===== src/rtl/mem_rr_arbiter.sv =====
// Round-robin arbiter sharing one cache-line memory port between N_REQ requesters.
// Optional per-requester grant counters are enabled by defining MEM_ARB_STATS_EN.

module mem_rr_slot #(
    parameter int ADDR_WIDTH = 32,
    parameter int DATA_WIDTH = 128
) (
    input  logic                  clk,
    input  logic                  rst,
    input  logic                  strobe,
    input  logic                  clear,
    input  logic [ADDR_WIDTH-1:0] addr_in,
    input  logic [DATA_WIDTH-1:0] wdata_in,
    input  logic                  rw_in,
    output logic                  pending,
    output logic [ADDR_WIDTH-1:0] addr,
    output logic [DATA_WIDTH-1:0] wdata,
    output logic                  rw
);
    // A strobe is only taken when the slot is empty, so the captured request
    // stays stable for the whole ISSUE/WAIT window.
    always_ff @(posedge clk or posedge rst) begin
        if (rst) begin
            pending <= 1'b0;
            addr    <= '0;
            wdata   <= '0;
            rw      <= 1'b0;
        end else if (clear) begin
            pending <= 1'b0;
        end else if (strobe && !pending) begin
            pending <= 1'b1;
            addr    <= addr_in;
            wdata   <= wdata_in;
            rw      <= rw_in;
        end
    end
endmodule

module mem_rr_arbiter #(
    parameter int N_REQ      = 2,
    parameter int ADDR_WIDTH = 32,
    parameter int DATA_WIDTH = 128
) (
    input  logic                        clk,
    input  logic                        rst,
    input  logic [N_REQ-1:0]            s_strobe_i,
    input  logic [N_REQ*ADDR_WIDTH-1:0] s_addr_i,
    input  logic [N_REQ*DATA_WIDTH-1:0] s_wdata_i,
    input  logic [N_REQ-1:0]            s_rw_i,
    output logic [N_REQ-1:0]            s_done_o,
    output logic [DATA_WIDTH-1:0]       s_rdata_o,
    output logic                        m_strobe_o,
    output logic [ADDR_WIDTH-1:0]       m_addr_o,
    output logic [DATA_WIDTH-1:0]       m_wdata_o,
    output logic                        m_rw_o,
    input  logic [DATA_WIDTH-1:0]       m_rdata_i,
    input  logic                        m_done_i,
    output logic [N_REQ*32-1:0]         stat_grants_o
);
    localparam int PW = $clog2(N_REQ);

    typedef enum logic [1:0] {IDLE, ISSUE, WAIT, GAP} state_t;

    state_t                state;
    logic [PW-1:0]         grant;
    logic [PW-1:0]         rr_ptr;
    logic [N_REQ-1:0]      pending;
    logic [ADDR_WIDTH-1:0] buf_addr  [N_REQ];
    logic [DATA_WIDTH-1:0] buf_wdata [N_REQ];
    logic                  buf_rw    [N_REQ];

    for (genvar i = 0; i < N_REQ; i++) begin : g_slot
        mem_rr_slot #(.ADDR_WIDTH(ADDR_WIDTH), .DATA_WIDTH(DATA_WIDTH)) u_slot (
            .clk      (clk),
            .rst      (rst),
            .strobe   (s_strobe_i[i]),
            .clear    (s_done_o[i]),
            .addr_in  (s_addr_i[i*ADDR_WIDTH +: ADDR_WIDTH]),
            .wdata_in (s_wdata_i[i*DATA_WIDTH +: DATA_WIDTH]),
            .rw_in    (s_rw_i[i]),
            .pending  (pending[i]),
            .addr     (buf_addr[i]),
            .wdata    (buf_wdata[i]),
            .rw       (buf_rw[i])
        );
    end

    // Scan from rr_ptr upward with wrap; descending loop leaves the nearest hit.
    logic          arb_found;
    logic [PW-1:0] arb_idx;
    logic [PW-1:0] scan_idx;
    logic [PW-1:0] rr_nxt;

    always_comb begin
        arb_found = 1'b0;
        arb_idx   = '0;
        scan_idx  = '0;
        for (int k = N_REQ-1; k >= 0; k--) begin
            scan_idx = PW'((int'(rr_ptr) + k) % N_REQ);
            if (pending[scan_idx]) begin
                arb_found = 1'b1;
                arb_idx   = scan_idx;
            end
        end
        rr_nxt = PW'((int'(arb_idx) + 1) % N_REQ);
    end

    always_ff @(posedge clk or posedge rst) begin
        if (rst) begin
            state  <= IDLE;
            grant  <= '0;
            rr_ptr <= '0;
        end else begin
            case (state)
                IDLE, GAP: begin
                    if (arb_found) begin
                        grant  <= arb_idx;
                        rr_ptr <= rr_nxt;
                        state  <= ISSUE;
                    end else begin
                        state  <= IDLE;
                    end
                end
                ISSUE:   state <= WAIT;
                WAIT:    if (m_done_i) state <= GAP;
                default: state <= IDLE;
            endcase
        end
    end

    logic active;
    logic done_hit;

    assign active     = (state == ISSUE) || (state == WAIT);
    assign done_hit   = (state == WAIT) && m_done_i;
    assign m_strobe_o = (state == ISSUE);
    assign m_addr_o   = active ? buf_addr[grant]  : '0;
    assign m_wdata_o  = active ? buf_wdata[grant] : '0;
    assign m_rw_o     = active ? buf_rw[grant]    : 1'b0;
    assign s_rdata_o  = done_hit ? m_rdata_i : '0;

    always_comb begin
        s_done_o = '0;
        if (done_hit) s_done_o[grant] = 1'b1;
    end

`ifdef MEM_ARB_STATS_EN
    logic [31:0] stat_cnt [N_REQ];

    always_ff @(posedge clk or posedge rst) begin
        if (rst) begin
            for (int i = 0; i < N_REQ; i++) stat_cnt[i] <= '0;
        end else if (state == ISSUE && stat_cnt[grant] != 32'hFFFF_FFFF) begin
            stat_cnt[grant] <= stat_cnt[grant] + 32'd1;
        end
    end

    for (genvar i = 0; i < N_REQ; i++) begin : g_stat
        assign stat_grants_o[i*32 +: 32] = stat_cnt[i];
    end
`else
    assign stat_grants_o = '0;
`endif

endmodule


===== config.mk =====
export PLATFORM = sky130hd
export DESIGN_NAME = mem_rr_arbiter
export DESIGN_NICKNAME = d
export VERILOG_FILES = /design/src/rtl/mem_rr_arbiter.sv
export SDC_FILE = /design/constraint.sdc
export NUM_CORES = 1
export LEC_CHECK = 0
export ABC_CLOCK_PERIOD_IN_PS = 24500
export CAP_MARGIN = 40
export CORE_AREA = 2 2 313 315
export CTS_CLUSTER_SIZE = 25
export DETAILED_ROUTE_END_ITERATION = 10
export DIE_AREA = 0 0 315 317
export MAX_ROUTING_LAYER = met4
export PLACE_DENSITY = 0.44
export SKIP_CTS_REPAIR_TIMING = 1
export SYNTH_ARGS = -nofsm -noshare
export SYNTH_HDL_FRONTEND = slang
export SYNTH_SLANG_ARGS = --single-unit

===== constraint.sdc =====
create_clock -name clk -period 24.5 [get_ports clk]
set_input_delay 4.9 -clock clk [delete_from_list [all_inputs] [get_ports clk]]
set_output_delay 4.9 -clock clk [all_outputs]
set_load 0.05 [all_outputs]

==> results.toml, run 1 <==
[synth]
synthCells = 1293
synth.cell_area_um2 = 16400
avgSynthCellArea_um2 = 12.7
async_reset_ff_share_pct = 100
yosys-top-cells-area = "dfrtp_1, mux2_2, mux2i_1"
yosysUniqueCellTypes = 22
yosysMostFrequentCell = "dfrtp_1"
netlist_top_cells_count = "dfrtp_1, mux2_2, nor2_1, mux2i_1, and3_1"
ys.flop_type = "dfrtp_1"
synth_top_area_share_pct = 50.0
ys_seq_elements = 328
synth_top_area_cell = "dfrtp_1"
synth_edf_count = 0
yosys_warnings = 0
ys_seq_area_share_pct = 50.0

[setup_path]
worstSetupPathType = "primary input to primary output"
rrSetupSlack_ns = 20.43
rr_endpoint = "g_slot[1].u_slot.wdata[44]"
r2r_cells = 7
crit_end = "s_rdata_o[15]"
worstPathRequired_ns = 19.60
r2r_start = "state[1]"
crit_path_start_kind = "primary input"
crit_start = "m_done_i"
worst_setup_path_end_kind = "primary output"
worstPathArrival_ns = 6.80
cp_max_fo = 96

[grt]
grt_usage_pct = 14.8
grt_pass1_wl_um = 103000
grt_pass1_vias = 14000
grt_max_degree = 153
overflow = 0
antenna_found_initial = 21

[placed_design]
port_buffers = 746
dp.cells = 3237
routabilityCongestion = 0.814
place_ws_ns = 12.78
dp.final_hpwl_um = 57100

[cts]
cts_sinks = 328
cts_buffers = 43
cts_root_buf = "clkbuf_16"
clockBufferDepth = 3
tritoncts = "built"
htreeDepth = 2
path_clk_slew_ns = 0.06
clk_latency_ns = 0.58

[worst_hold_path]
hp-class = "flop to flop"

[timing]
finalHoldViolCount = 0
tns_ns = 0
layout_min_cycle_time_ns = 11.70
rsz0062_at_grt = "no"
worst_slack_ns = 12.80
report.final.slew_viol_count = 0
tightest_slew_ns = 1.03
post-route-period-util_pct = 47.7
fin_skew_ns = 0.0110
relSlewSlack_pct = 31.0
setup_viol = 0
fmax_mhz = 85.5

[floorplan]
die_h_um = 317
die_x_um = 315
initial_core_util_pct = 17.0
io_pins = 811
fp.dieArea_um2 = 99900
core_area_um2 = 96300
rows = 114

[power_and_ir_drop]
power.density_nw_per_um2 = 156
ir_drop_mv = 0.0930
p_leak_nw = 11.6

[layout]
fin_nets = 2464
final_util_pct = 27.5
drive_above_1_share_pct = 20.7
final-seq-area_um2 = 8210
fillCellCount = 10000
syn_to_final_growth_pct = 61.5
layoutNonFillerInstCount = 3332
multi_input_area_um2 = 7400

[drt]
via_per_inst = 3.86
via_count = 12800
wire_per_inst_um = 22.5
detail-route-antenna-nets = 0
drt_wl_total_um = 74900
drtIter0Drc = 402
drc = 0
drtPass1Iterations = 4

[job]
drv_cap = 0

[run_status]
outcome = "complete, no violations"
==> placed cells by master (no fill, tap or decap), drive strengths merged <==
master,instances
clkdlybuf4s50,745
dfrtp,328
mux2,322
nor2,166
mux2i,161
and3,129
clkbuf,65
conb,64
buf,27
diode,18
clkinv,8
inv,4
a21oi,3
bufinv,3
ha,3
nor3b,3
a31oi,2
and3b,1
nand2,1
nand2b,1
o21ai,1
o22ai,1
==> layer usage <==
| metal | wire length, µm | share of wire, % | GRT usage (%) |
|---|---|---|---|
| met1 | 26100 | 35 | 14.3 |
| met2 | 39900 | 53 | 26.8 |
| met3 | 6320 | 8.4 | 5.31 |
| met4 | 2570 | 3.4 | 6.11 |
| met5 | 0 | 0 | - |
==> worst min path at each step <==
stage | from | to | cells past startpoint
floorplan | rr_ptr | rr_ptr | 1
global placement | rr_ptr | rr_ptr | 1
detailed placement | rr_ptr | rr_ptr | 1
CTS | rr_ptr | rr_ptr | 1
global route | g_slot[0].u_slot.wdata[35] | g_slot[0].u_slot.wdata[35] | 1
finish | rr_ptr | rr_ptr | 1
==> where the power goes <==
group / leakage [nW] / switching (mW) / internal, mW
Clock: 0.701 / 0.253 / 0.387
Sequential: 3.93 / 0.149 / 0.818
Combinational: 6.94 / 1.57 / 0.963
==> critical path, cell delays in order <==
cell and delay (ns):
buf_4 0.31, buf_16 0.33, and3_1 0.27, clkdlybuf4s50_1 0.96
==> final cells by class <==
cell class | instances | area share, %
Tap cell | 1276 | 6.02
Sequential cell | 328 | 31.0
Multi-Input combinational cell | 858 | 27.9
Timing Repair Buffer | 772 | 29.5
Clock inverter | 12 | 0.538
Antenna cell | 18 | 0.170
Clock buffer | 65 | 4.79
Inverter | 3 | 0.0708
==> state kept, by name (all words and copies together), names as in the netlist <==
signal	cells
g_slot.u_slot.addr	64
g_slot.u_slot.pending	2
g_slot.u_slot.rw	2
g_slot.u_slot.wdata	256
grant	1
rr_ptr	1
state	2
==> cell families (layout without fill, tap and decap cells) <==
family | Yosys count | after routing | synth area share, %
multiplexers | 483 | 483 | 34.0
adder cells (fa/ha/maj) | 3 | 3 | 0.229
AND/OR/NAND/NOR | 301 | 301 | 9.00
AO/OA/AOI/OAI | 7 | 7 | 0.236
flip-flops | 328 | 328 | 50.0
other | 1 | 82 | 0.0228
buffers and inverters | 170 | 852 | 6.54
==> through the flow <==
stage | area, µm² | power (mW) | hold WS, ns
2_1_floorplan | 16600 | 2.64 | 0.460
3_3_place_gp | 24800 | 3.50 | 0.476
3_5_place_dp | 25100 | 3.55 | 0.485
4_1_cts | 26500 | 4.23 | 0.496
5_1_grt | 26500 | 4.37 | 0.513
6_report | 26500 | 4.14 | 0.499
Note: power is estimated with default switching activity, not from simulation.
==> inputs of run 2 (changes only) <==
--- a/config.mk
+++ b/config.mk
@@ -5,14 +5,14 @@
 export SDC_FILE = /design/constraint.sdc
 export NUM_CORES = 1
 export LEC_CHECK = 0
-export ABC_CLOCK_PERIOD_IN_PS = 24500
+export ABC_CLOCK_PERIOD_IN_PS = 10550
 export CAP_MARGIN = 40
 export CORE_AREA = 2 2 313 315
 export CTS_CLUSTER_SIZE = 25
 export DETAILED_ROUTE_END_ITERATION = 10
 export DIE_AREA = 0 0 315 317
 export MAX_ROUTING_LAYER = met4
-export PLACE_DENSITY = 0.44
+export PLACE_DENSITY = 0.45
 export SKIP_CTS_REPAIR_TIMING = 1
 export SYNTH_ARGS = -nofsm -noshare
 export SYNTH_HDL_FRONTEND = slang
==> constraint.sdc (replaced) <==
create_clock -name clk -period 10.55 [get_ports clk]
set_input_delay 2.11 -clock clk [delete_from_list [all_inputs] [get_ports clk]]
set_output_delay 2.11 -clock clk [all_outputs]
set_load 0.05 [all_outputs]
==> results.toml, run 2 (synthesis results as in run 1) <==
[run_status]
outcome = "complete, no violations"

[grt]
grt_pass1_wl_um = 101000
antenna_found_initial = 26
top_usage_layer = "met2"
grtUsageMet2_pct = 25.8
grt_usage_pct = 14.6
grt_max_degree = 145
grt_pass1_vias = 13900
overflow = 0
use_met3_pct = 5.13
met1_usage_pct = 14.0

[drt]
drtPass1Iterations = 4
detail-route-antenna-nets = 0
drt_wl_total_um = 73700
via_count = 12800
drtIter0Drc = 455
via_per_inst = 3.83
drc = 0
wire_per_inst_um = 22.1

[layout]
syn_to_final_growth_pct = 62.4
layout.cells.most_common = "clkdlybuf4s50_1"
final_area_um2 = 26600
final_util_pct = 27.7
drive_above_1_share_pct = 21.1
layoutNonFillerInstCount = 3341
fin_nets = 2463
largest_reg_flops = 256
mostFrequentLayoutCells = "clkdlybuf4s50_1, dfrtp_1, mux2_2"
top_regs = "g_slot.u_slot.wdata (256), g_slot.u_slot.addr (64)"
top_register = "g_slot.u_slot.wdata"

[job]
drv_cap = 0

[cts]
htreeDepth = 2
cts_root_buf = "clkbuf_16"
clockBufferDepth = 3
tritoncts = "built"
cts_sinks = 328
clk_latency_ns = 0.61
path_clk_slew_ns = 0.05
cts_buffers = 45

[timing]
holdWs_ns = 0.495
rsz0062_at_grt = "no"
finalHoldViolCount = 0
fin_skew_ns = 0.0318
worst_slack_ns = 4.51
post-route-period-util_pct = 57.2
tns_ns = 0
report.final.slew_viol_count = 0
layout_min_cycle_time_ns = 6.04
setup_viol = 0
tightest_slew_ns = 1.06
relSlewSlack_pct = 29.5
fmax_mhz = 166

[setup_path]
worstPathRequired_ns = 8.44
cpMaxStageDelayCell = "clkdlybuf4s50_1"
slowest_delay_ns = 0.87
path_buf_inv = 3
worstPathArrival_ns = 3.93
crit_path_start_kind = "primary input"
worstSetupPathType = "primary input to primary output"
cp_top_family = "buffers and inverters"
worst_setup_path_end_kind = "primary output"
crit_chain = "buf_4, buf_16, and3_1, clkdlybuf4s50_1"
cp_max_fo = 127

[power_and_ir_drop]
ir_drop_mv = 0.200
power.density_nw_per_um2 = 365
p_leak_nw = 11.6
power.total_mw = 9.72

[floorplan]
initial_core_util_pct = 17.0
die_x_um = 315
fp.dieArea_um2 = 99900
core_area_um2 = 96300
rows = 114
io_pins = 811
die_h_um = 317

[worst_hold_path]
hp-class = "flop to flop"

[placed_design]
dp.cells = 3234
post_dp_cell_area_um2 = 25000
place_ws_ns = 4.41
routabilityCongestion = 0.813
port_buffers = 746
dp.final_hpwl_um = 55700
[run 2: cell types whose count changed in the layout (fill, tap and decap cells not counted), moves of 2 or more]
cell,previous run,this run
buf_16,7,5
clkbuf_16,43,45
clkinvlp_4,0,6
clkbuf_1,11,5
clkinv_8,0,2
buf_4,18,15
buf_12,2,4
diode_2,18,24
bufinv_16,3,5
[run 2: report_power, final]
part | leakage (nW) | internal [mW] | switching [mW]
sequential | 3.93 | 1.90 | 0.363
clock | 0.765 | 0.986 | 0.626
combinational | 6.91 | 2.23 | 3.62
total | 11.6 | 5.12 | 4.60
[run 2: final cells by class]
class | instances | area [µm²]
multi-input combinational | 858 | 7400
tap | 1276 | 1600
sequential | 328 | 8210
inverter | 3 | 15.0
timing repair buffer | 769 | 7790
fill | 9988 | 69600
clock buffer | 61 | 1300
clock inverter | 22 | 278
antenna | 24 | 60.1
[run 2: worst paths after layout]
path / slack, ns / to / depth (start not counted) / start
min: 0.50 / rr_ptr / 1 / rr_ptr
min reg2reg: 0.50 / rr_ptr / 1 / rr_ptr
min in group asynchronous: 1.76 / g_slot[0].u_slot.wdata[97] / 2 / rst
max in group asynchronous: 6.99 / g_slot[0].u_slot.wdata[4] / 4 / rst
max: 4.51 / s_rdata_o[97] / 4 / m_done_i
max reg2reg: 7.14 / g_slot[1].u_slot.wdata[53] / 6 / state[1]
[run 2: per-layer routing]
layer	wire length (µm)	up-vias
met5	0	-
met3	6100	114
met2	38500	527
met4	3380	0
li1	-	5837
met1	25800	6328
